`config.mk`:
```
export PLATFORM = sky130hd
export DESIGN_NAME = route_arbiter_stage
export DESIGN_NICKNAME = d
export VERILOG_FILES = /design/src/rtl/route_arbiter_stage.sv
export SDC_FILE = /design/constraint.sdc
export NUM_CORES = 1
export LEC_CHECK = 0
export ABC_AREA = 1
export BUFFER_PORTS_ARGS = -buffer_cell sky130_fd_sc_hd__buf_2
export CAP_MARGIN = 30
export CORE_MARGIN = 4
export CORE_UTILIZATION = 56
export CTS_CLUSTER_DIAMETER = 80
export DETAILED_ROUTE_END_ITERATION = 7
export PLACE_DENSITY = 0.85
export SLEW_MARGIN = 20
export SYNTH_ARGS = -nofsm -noshare
export SYNTH_HDL_FRONTEND = slang
export SYNTH_SLANG_ARGS = --single-unit
```
`constraint.sdc`:
```
create_clock -name clk -period 6.3 [get_ports clk]
set_input_delay 0.315 -clock clk [delete_from_list [all_inputs] [get_ports clk]]
set_output_delay 0.315 -clock clk [all_outputs]
set_load 0.05 [all_outputs]
```
`src/rtl/route_arbiter_stage.sv`:
```
// route_arbiter_stage
// Buffers flits on the x, y and local inputs, computes dimension-order (X then Y)
// routes for each FIFO head, arbitrates round-robin per output port and emits a
// registered one-cycle route code plus the transferred head flit per input.
// A per-input starvation flag rises after STARVE_LIMIT consecutive blocked cycles.
// Reset note: rst_n is asynchronous and ACTIVE-HIGH (rst_n=1 holds reset).
module route_arbiter_stage #(
    parameter int DATA_W       = 40,
    parameter int COORD_W      = 3,
    parameter int LOCAL_X      = 0,
    parameter int LOCAL_Y      = 0,
    parameter int FIFO_DEPTH   = 2,
    parameter int STARVE_LIMIT = 8
) (
    input  logic              clk,
    input  logic              rst_n,
    input  logic [2:0]        in_valid,
    output logic [2:0]        in_ready,
    input  logic [DATA_W-1:0] din_x,
    input  logic [DATA_W-1:0] din_y,
    input  logic [DATA_W-1:0] din_local,
    input  logic [2:0]        out_ready,
    output logic [1:0]        route_out_x,
    output logic [1:0]        route_out_y,
    output logic [1:0]        route_out_local,
    output logic [DATA_W-1:0] dout_x,
    output logic [DATA_W-1:0] dout_y,
    output logic [DATA_W-1:0] dout_local,
    output logic [2:0]        fail
);

    localparam int PTR_W = (FIFO_DEPTH > 1) ? $clog2(FIFO_DEPTH) : 1;
    localparam int CNT_W = PTR_W + 1;
    localparam int BLK_W = $clog2(STARVE_LIMIT + 1);

    typedef enum logic [1:0] {
        CODE_NONE  = 2'b00,
        CODE_X     = 2'b01,
        CODE_Y     = 2'b10,
        CODE_LOCAL = 2'b11
    } route_code_e;

    // Input index order everywhere: 0 = x, 1 = y, 2 = local.
    logic [DATA_W-1:0] din_a  [3];
    logic [DATA_W-1:0] head   [3];
    route_code_e       req_code [3];

    logic [DATA_W-1:0] mem_q    [3][FIFO_DEPTH];
    logic [DATA_W-1:0] mem_d    [3][FIFO_DEPTH];
    logic [PTR_W-1:0]  wr_ptr_q [3];
    logic [PTR_W-1:0]  wr_ptr_d [3];
    logic [PTR_W-1:0]  rd_ptr_q [3];
    logic [PTR_W-1:0]  rd_ptr_d [3];
    logic [CNT_W-1:0]  count_q  [3];
    logic [CNT_W-1:0]  count_d  [3];
    logic [1:0]        rr_ptr_q [3];
    logic [1:0]        rr_ptr_d [3];
    logic [BLK_W-1:0]  blk_cnt_q [3];
    logic [BLK_W-1:0]  blk_cnt_d [3];
    logic [1:0]        route_q  [3];
    logic [1:0]        route_d  [3];
    logic [DATA_W-1:0] dout_q   [3];
    logic [DATA_W-1:0] dout_d   [3];
    logic [2:0]        fail_q;
    logic [2:0]        fail_d;

    logic [2:0] push;
    logic [2:0] gnt;
    logic [2:0] req_mask [3];
    logic [2:0] grant_oh [3];

    assign din_a[0] = din_x;
    assign din_a[1] = din_y;
    assign din_a[2] = din_local;

    // Round-robin pick: first requester at or after ptr, wrapping x,y,local.
    function automatic logic [2:0] rr_pick(input logic [2:0] req, input logic [1:0] ptr);
        logic [2:0] oh;
        int         idx;
        oh = '0;
        for (int k = 0; k < 3; k++) begin
            idx = (int'(ptr) + k) % 3;
            if (oh == 3'b000 && req[idx]) begin
                oh[idx] = 1'b1;
            end
        end
        return oh;
    endfunction

    // Head flit of each FIFO and its dimension-order route request.
    always_comb begin
        // NOTE: every variable written here gets a default first, so no path can infer a latch.
        for (int i = 0; i < 3; i++) begin
            head[i]     = mem_q[i][rd_ptr_q[i]];
            req_code[i] = CODE_NONE;
            if (count_q[i] != '0) begin
                if (head[i][DATA_W-1 -: COORD_W] != COORD_W'(LOCAL_X)) begin
                    req_code[i] = CODE_X;
                end else if (head[i][DATA_W-1-COORD_W -: COORD_W] != COORD_W'(LOCAL_Y)) begin
                    req_code[i] = CODE_Y;
                end else begin
                    req_code[i] = CODE_LOCAL;
                end
            end
        end
    end

    // Per-output round-robin arbitration and pointer advance.
    always_comb begin
        gnt = '0;
        for (int o = 0; o < 3; o++) begin
            rr_ptr_d[o] = rr_ptr_q[o];
            for (int i = 0; i < 3; i++) begin
                req_mask[o][i] = (req_code[i] == route_code_e'(o + 1)) && out_ready[o];
            end
            grant_oh[o] = rr_pick(req_mask[o], rr_ptr_q[o]);
            gnt         = gnt | grant_oh[o];
            case (grant_oh[o])
                3'b001:  rr_ptr_d[o] = 2'd1;
                3'b010:  rr_ptr_d[o] = 2'd2;
                3'b100:  rr_ptr_d[o] = 2'd0;
                default: rr_ptr_d[o] = rr_ptr_q[o];
            endcase
        end
    end

    // FIFO bookkeeping: ready from registered count only, pop on grant.
    always_comb begin
        mem_d = mem_q;
        for (int i = 0; i < 3; i++) begin
            in_ready[i] = (count_q[i] != CNT_W'(FIFO_DEPTH));
            push[i]     = in_valid[i] && in_ready[i];
            wr_ptr_d[i] = wr_ptr_q[i];
            rd_ptr_d[i] = rd_ptr_q[i];
            count_d[i]  = count_q[i];
            if (push[i]) begin
                mem_d[i][wr_ptr_q[i]] = din_a[i];
                wr_ptr_d[i] = wr_ptr_q[i] + PTR_W'(1);
            end
            if (gnt[i]) begin
                rd_ptr_d[i] = rd_ptr_q[i] + PTR_W'(1);
            end
            case ({push[i], gnt[i]})
                2'b10:   count_d[i] = count_q[i] + CNT_W'(1);
                2'b01:   count_d[i] = count_q[i] - CNT_W'(1);
                default: count_d[i] = count_q[i];
            endcase
        end
    end

    // Registered outputs and starvation counters.
    always_comb begin
        for (int i = 0; i < 3; i++) begin
            route_d[i]   = gnt[i] ? req_code[i] : CODE_NONE;
            dout_d[i]    = gnt[i] ? head[i] : dout_q[i];
            blk_cnt_d[i] = blk_cnt_q[i];
            if (count_q[i] == '0 || gnt[i]) begin
                blk_cnt_d[i] = '0;
            end else if (blk_cnt_q[i] != BLK_W'(STARVE_LIMIT)) begin
                blk_cnt_d[i] = blk_cnt_q[i] + BLK_W'(1);
            end
            fail_d[i] = (blk_cnt_q[i] == BLK_W'(STARVE_LIMIT));
        end
    end

    // FIFO storage; validity is tracked by count_q alone.
    always_ff @(posedge clk) begin
        // NOTE: the data array has no reset; clearing count/pointers is enough to discard contents.
        mem_q <= mem_d;
    end

    // Control state with asynchronous active-high reset.
    always_ff @(posedge clk or posedge rst_n) begin
        // NOTE: state registers use non-blocking assignments so all flops update from pre-edge values.
        if (rst_n) begin
            for (int i = 0; i < 3; i++) begin
                wr_ptr_q[i]  <= '0;
                rd_ptr_q[i]  <= '0;
                count_q[i]   <= '0;
                rr_ptr_q[i]  <= '0;
                blk_cnt_q[i] <= '0;
                route_q[i]   <= CODE_NONE;
                dout_q[i]    <= '0;
            end
            fail_q <= '0;
        end else begin
            wr_ptr_q  <= wr_ptr_d;
            rd_ptr_q  <= rd_ptr_d;
            count_q   <= count_d;
            rr_ptr_q  <= rr_ptr_d;
            blk_cnt_q <= blk_cnt_d;
            route_q   <= route_d;
            dout_q    <= dout_d;
            fail_q    <= fail_d;
        end
    end

    assign route_out_x     = route_q[0];
    assign route_out_y     = route_q[1];
    assign route_out_local = route_q[2];
    assign dout_x          = dout_q[0];
    assign dout_y          = dout_q[1];
    assign dout_local      = dout_q[2];
    assign fail            = fail_q;

endmodule

```
==> summary.txt <==
reg2reg setup slack = 1.40 ns
share of the synthesized area in the top cell type = 44.9%
post-DR wirelength/cell = 17.5 µm
Worst setup EP type = flip-flop
number of global-route vias before repair = 11500
outcome = completed
Main synth FF type = edfxtp_1
top cells by area, synth = edfxtp_1 45%, dfrtp_1 25%, nand2_1 11%, or2_2 2.7%, inv_1 2.1%
clk buf depth = 3
r2r endpoint = count_q[1]
setup bufs post-CTS = 0
setup ws final = 1.40 ns
Skew-Pair Late Insertion Delay = 0.52 ns
Avg Cell Area, Syn = 11.5 µm²
slew of the pin with the lowest slew margin = 0.974 ns
Die H = 177 µm
Period minus WS final = 4.90 ns
slowest stage delay, CP = 0.98 ns
Starting Density = 57.3%
clk slew on worst S/H paths = 0.06 ns
Final Skew = 0.0116 ns
yosys warns = 0
Residual DRC = 0
Post-synth EDFFs = 240
WL final = 38200 µm
CTS buffer count = 39
CP Data Required Time = 6.70 ns
post-synthesis sequential area ratio = 69.7%
Routed Antenna Nets = 0
post-synthesis cell count = 1393
Final HPWL DP = 22900 µm
die area = 31400 µm²
I/O pin count = 260
Syn Std Cell Area = 16100 µm²
Hold WC Path Type = in -> reg
CP startpoint = rd_ptr_q[1]
largest net degree at the start of global routing = 96
standard-cell rows = 61
Final setup violation count = 0
drt pass-1 iters = 5
critical path peak fanout = 42
Synth area leader = edfxtp_1
Fillers = 1745
DR iter-0 viols = 1113
Layout area overhead = 26.7%
GRT overflow = 0
RSZ-0062 raised after global routing = no
synth cell count leaders = 458 x nand2_1, 240 x edfxtp_1, 159 x dfrtp_1
hold_sp = din_y[14]
Slew headroom = 35.1%
TritonCTS clock tree = built
Placer Congestion = 0.839
vias post-DR = 11500
reg2reg start = rd_ptr_q[1]
top-count cell post-synth = nand2_1
Setup crit start kind = flip-flop
FF-to-FF path depth = 18
initial antenna violation count = 7
post-synthesis async set-or-reset flop share = 39.8%
clock sinks = 399
Placeable Area = 28000 µm²
post-placement cell count = 1991
cell mode on critical path = nand2_1
number of port buffers = 259
syn_nets = 1542
highest clock rate = 0.204 GHz
nets@finish = 1925
slowest CP cell = dfrtp_1
WS Path Type = reg -> reg
Final Util = 72.6%
MaxCap Viol Count = 0
crit path DAT = 5.30 ns
first-pass GRT wire length = 59600 µm
Finished Layout Cells = 2189
worst slack, placed = 1.53 ns
CTS root buffer = clkbuf_16
Total Routing Usage GR = 24.0%
die width = 177 µm
Setup TNS = 0 ns
layout cells sized above 1 = 24.8%
count of final hold-check violations = 0
average vias per placed instance = 5.25
CP cell instances = inv_2 > nand2_1 > nand2_1 > nand3b_4 > nand4_1 > nand3_1 > nand3_1 > nand4_1 > nand2_1 > nor2_2 > a31oi_2 > inv_2 > nor2_1 > nand2_2 > ha_1 > a21oi_1 > o21ai_0 > xnor2_1
Netlist cell types = 39
synthesized flop and latch total = 399
worst setup path end = count_q[1]
Final period util = 77.8%
Slew Viols, Final = 0
H-tree Lvls = 2
[cells by family (layout without fill, tap and decap cells)]
kind of cell	Yosys count	count (layout)	synth area share (%)
other	0	7	0
xor gates and xnor gates	16	16	0.873
buffers and inverters	150	561	4.39
AOI/OAI and AO/OA	153	153	5.63
DFF	399	399	69.7
and+or+nand+nor	654	654	17.8
adders and majority gates	21	21	1.64
[sequential cells by signal (all words and copies together) (netlist names)]
signal and count:
dout_y 40, fail 3, wr_ptr_q 3, rd_ptr_q 3, dout_x 40, route_out_local 2
count_q 6, mem_q 240, rr_ptr_q 6, dout_local 40, blk_cnt_q 12, route_out_x 2
route_out_y 2
[layout make-up]
cell class | instances | area, µm² | area share, %
Sequential cell | 399 | 11200 | 55.0
Antenna cell | 7 | 17.5 | 0.0862
Multi-Input combinational cell | 844 | 4210 | 20.7
Inverter | 97 | 369 | 1.82
Timing Repair Buffer | 395 | 2770 | 13.6
Tap cell | 378 | 473 | 2.33
Clock inverter | 14 | 174 | 0.855
Clock buffer | 55 | 1130 | 5.55
[what timing repair did]
| item | in CTS | in global routing |
|---|---|---|
| resized for setup | 0 | 0 |
| hold buffers | 118 | 2 |
| hold endpoints to repair | 234 | 22 |
[cells in the final DEF, fill, tap and decap left out, drive strengths merged]
| cell | netlist | final |
|---|---|---|
| a31oi | 4 | 4 |
| a21boi | 3 | 3 |
| clkinv | 0 | 8 |
| buf | 34 | 275 |
| nand4 | 10 | 10 |
| dlygate4sd3 | 0 | 120 |
| inv | 97 | 98 |
| nand3 | 53 | 53 |
| clkinvlp | 0 | 1 |
| diode | 0 | 7 |
| a21oi | 8 | 8 |
| ha | 21 | 21 |
| a211oi | 1 | 1 |
| o211ai | 35 | 35 |
| bufinv | 0 | 4 |
| or2 | 69 | 69 |
| clkbuf | 19 | 55 |
| edfxtp | 240 | 240 |
| nor2 | 48 | 48 |
| nand2 | 463 | 463 |
| o21bai | 1 | 1 |
| nand3b | 2 | 2 |
| xor2 | 10 | 10 |
| o21ai | 101 | 101 |
| nor3 | 9 | 9 |
| dfrtp | 159 | 159 |
| xnor2 | 6 | 6 |
[through the flow]
stage               hold WS (ns)  area, µm²
finish                    0.0231      20300
global route              0.0126      20300
CTS                      0.00219      20200
detailed placement         0.455      17800
global placement           0.451      17600
floorplan                  0.414      16100
[worst min-delay path by stage]
stage	to	slack (ns)	cells after the start
floorplan	mem_q[0]	0.41	0
global placement	dout_local[21]	0.45	2
detailed placement	dout_local[26]	0.46	2
CTS	mem_q[121]	0.002	1
global route	mem_q[134]	0.01	1
finish	mem_q[134]	0.02	1
[worst max-delay path: cells and delay by family (launching register included)]
| family | cells | cell delay, ns |
|---|---|---|
| buf+inv | 2 | 0.58 |
| fa+ha+maj | 1 | 0.56 |
| compound gates | 3 | 0.48 |
| simple gates | 11 | 2.03 |
| xor+xnor | 1 | 0.14 |
| flops | 1 | 0.98 |
[layer usage]
| layer | up-vias | GRT usage, % | routed length (µm) |
|---|---|---|---|
| met5 | - | 0 | 0 |
| li1 | 5411 | - | - |
| met4 | 0 | 8.28 | 1370 |
| met2 | 460 | 43.1 | 20000 |
| met1 | 5507 | 29.2 | 14300 |
| met3 | 108 | 4.64 | 2590 |
Power is left out: the tool's default activity adds up to more than one toggle a clock period on the data nets, which glitch-free logic cannot reach.
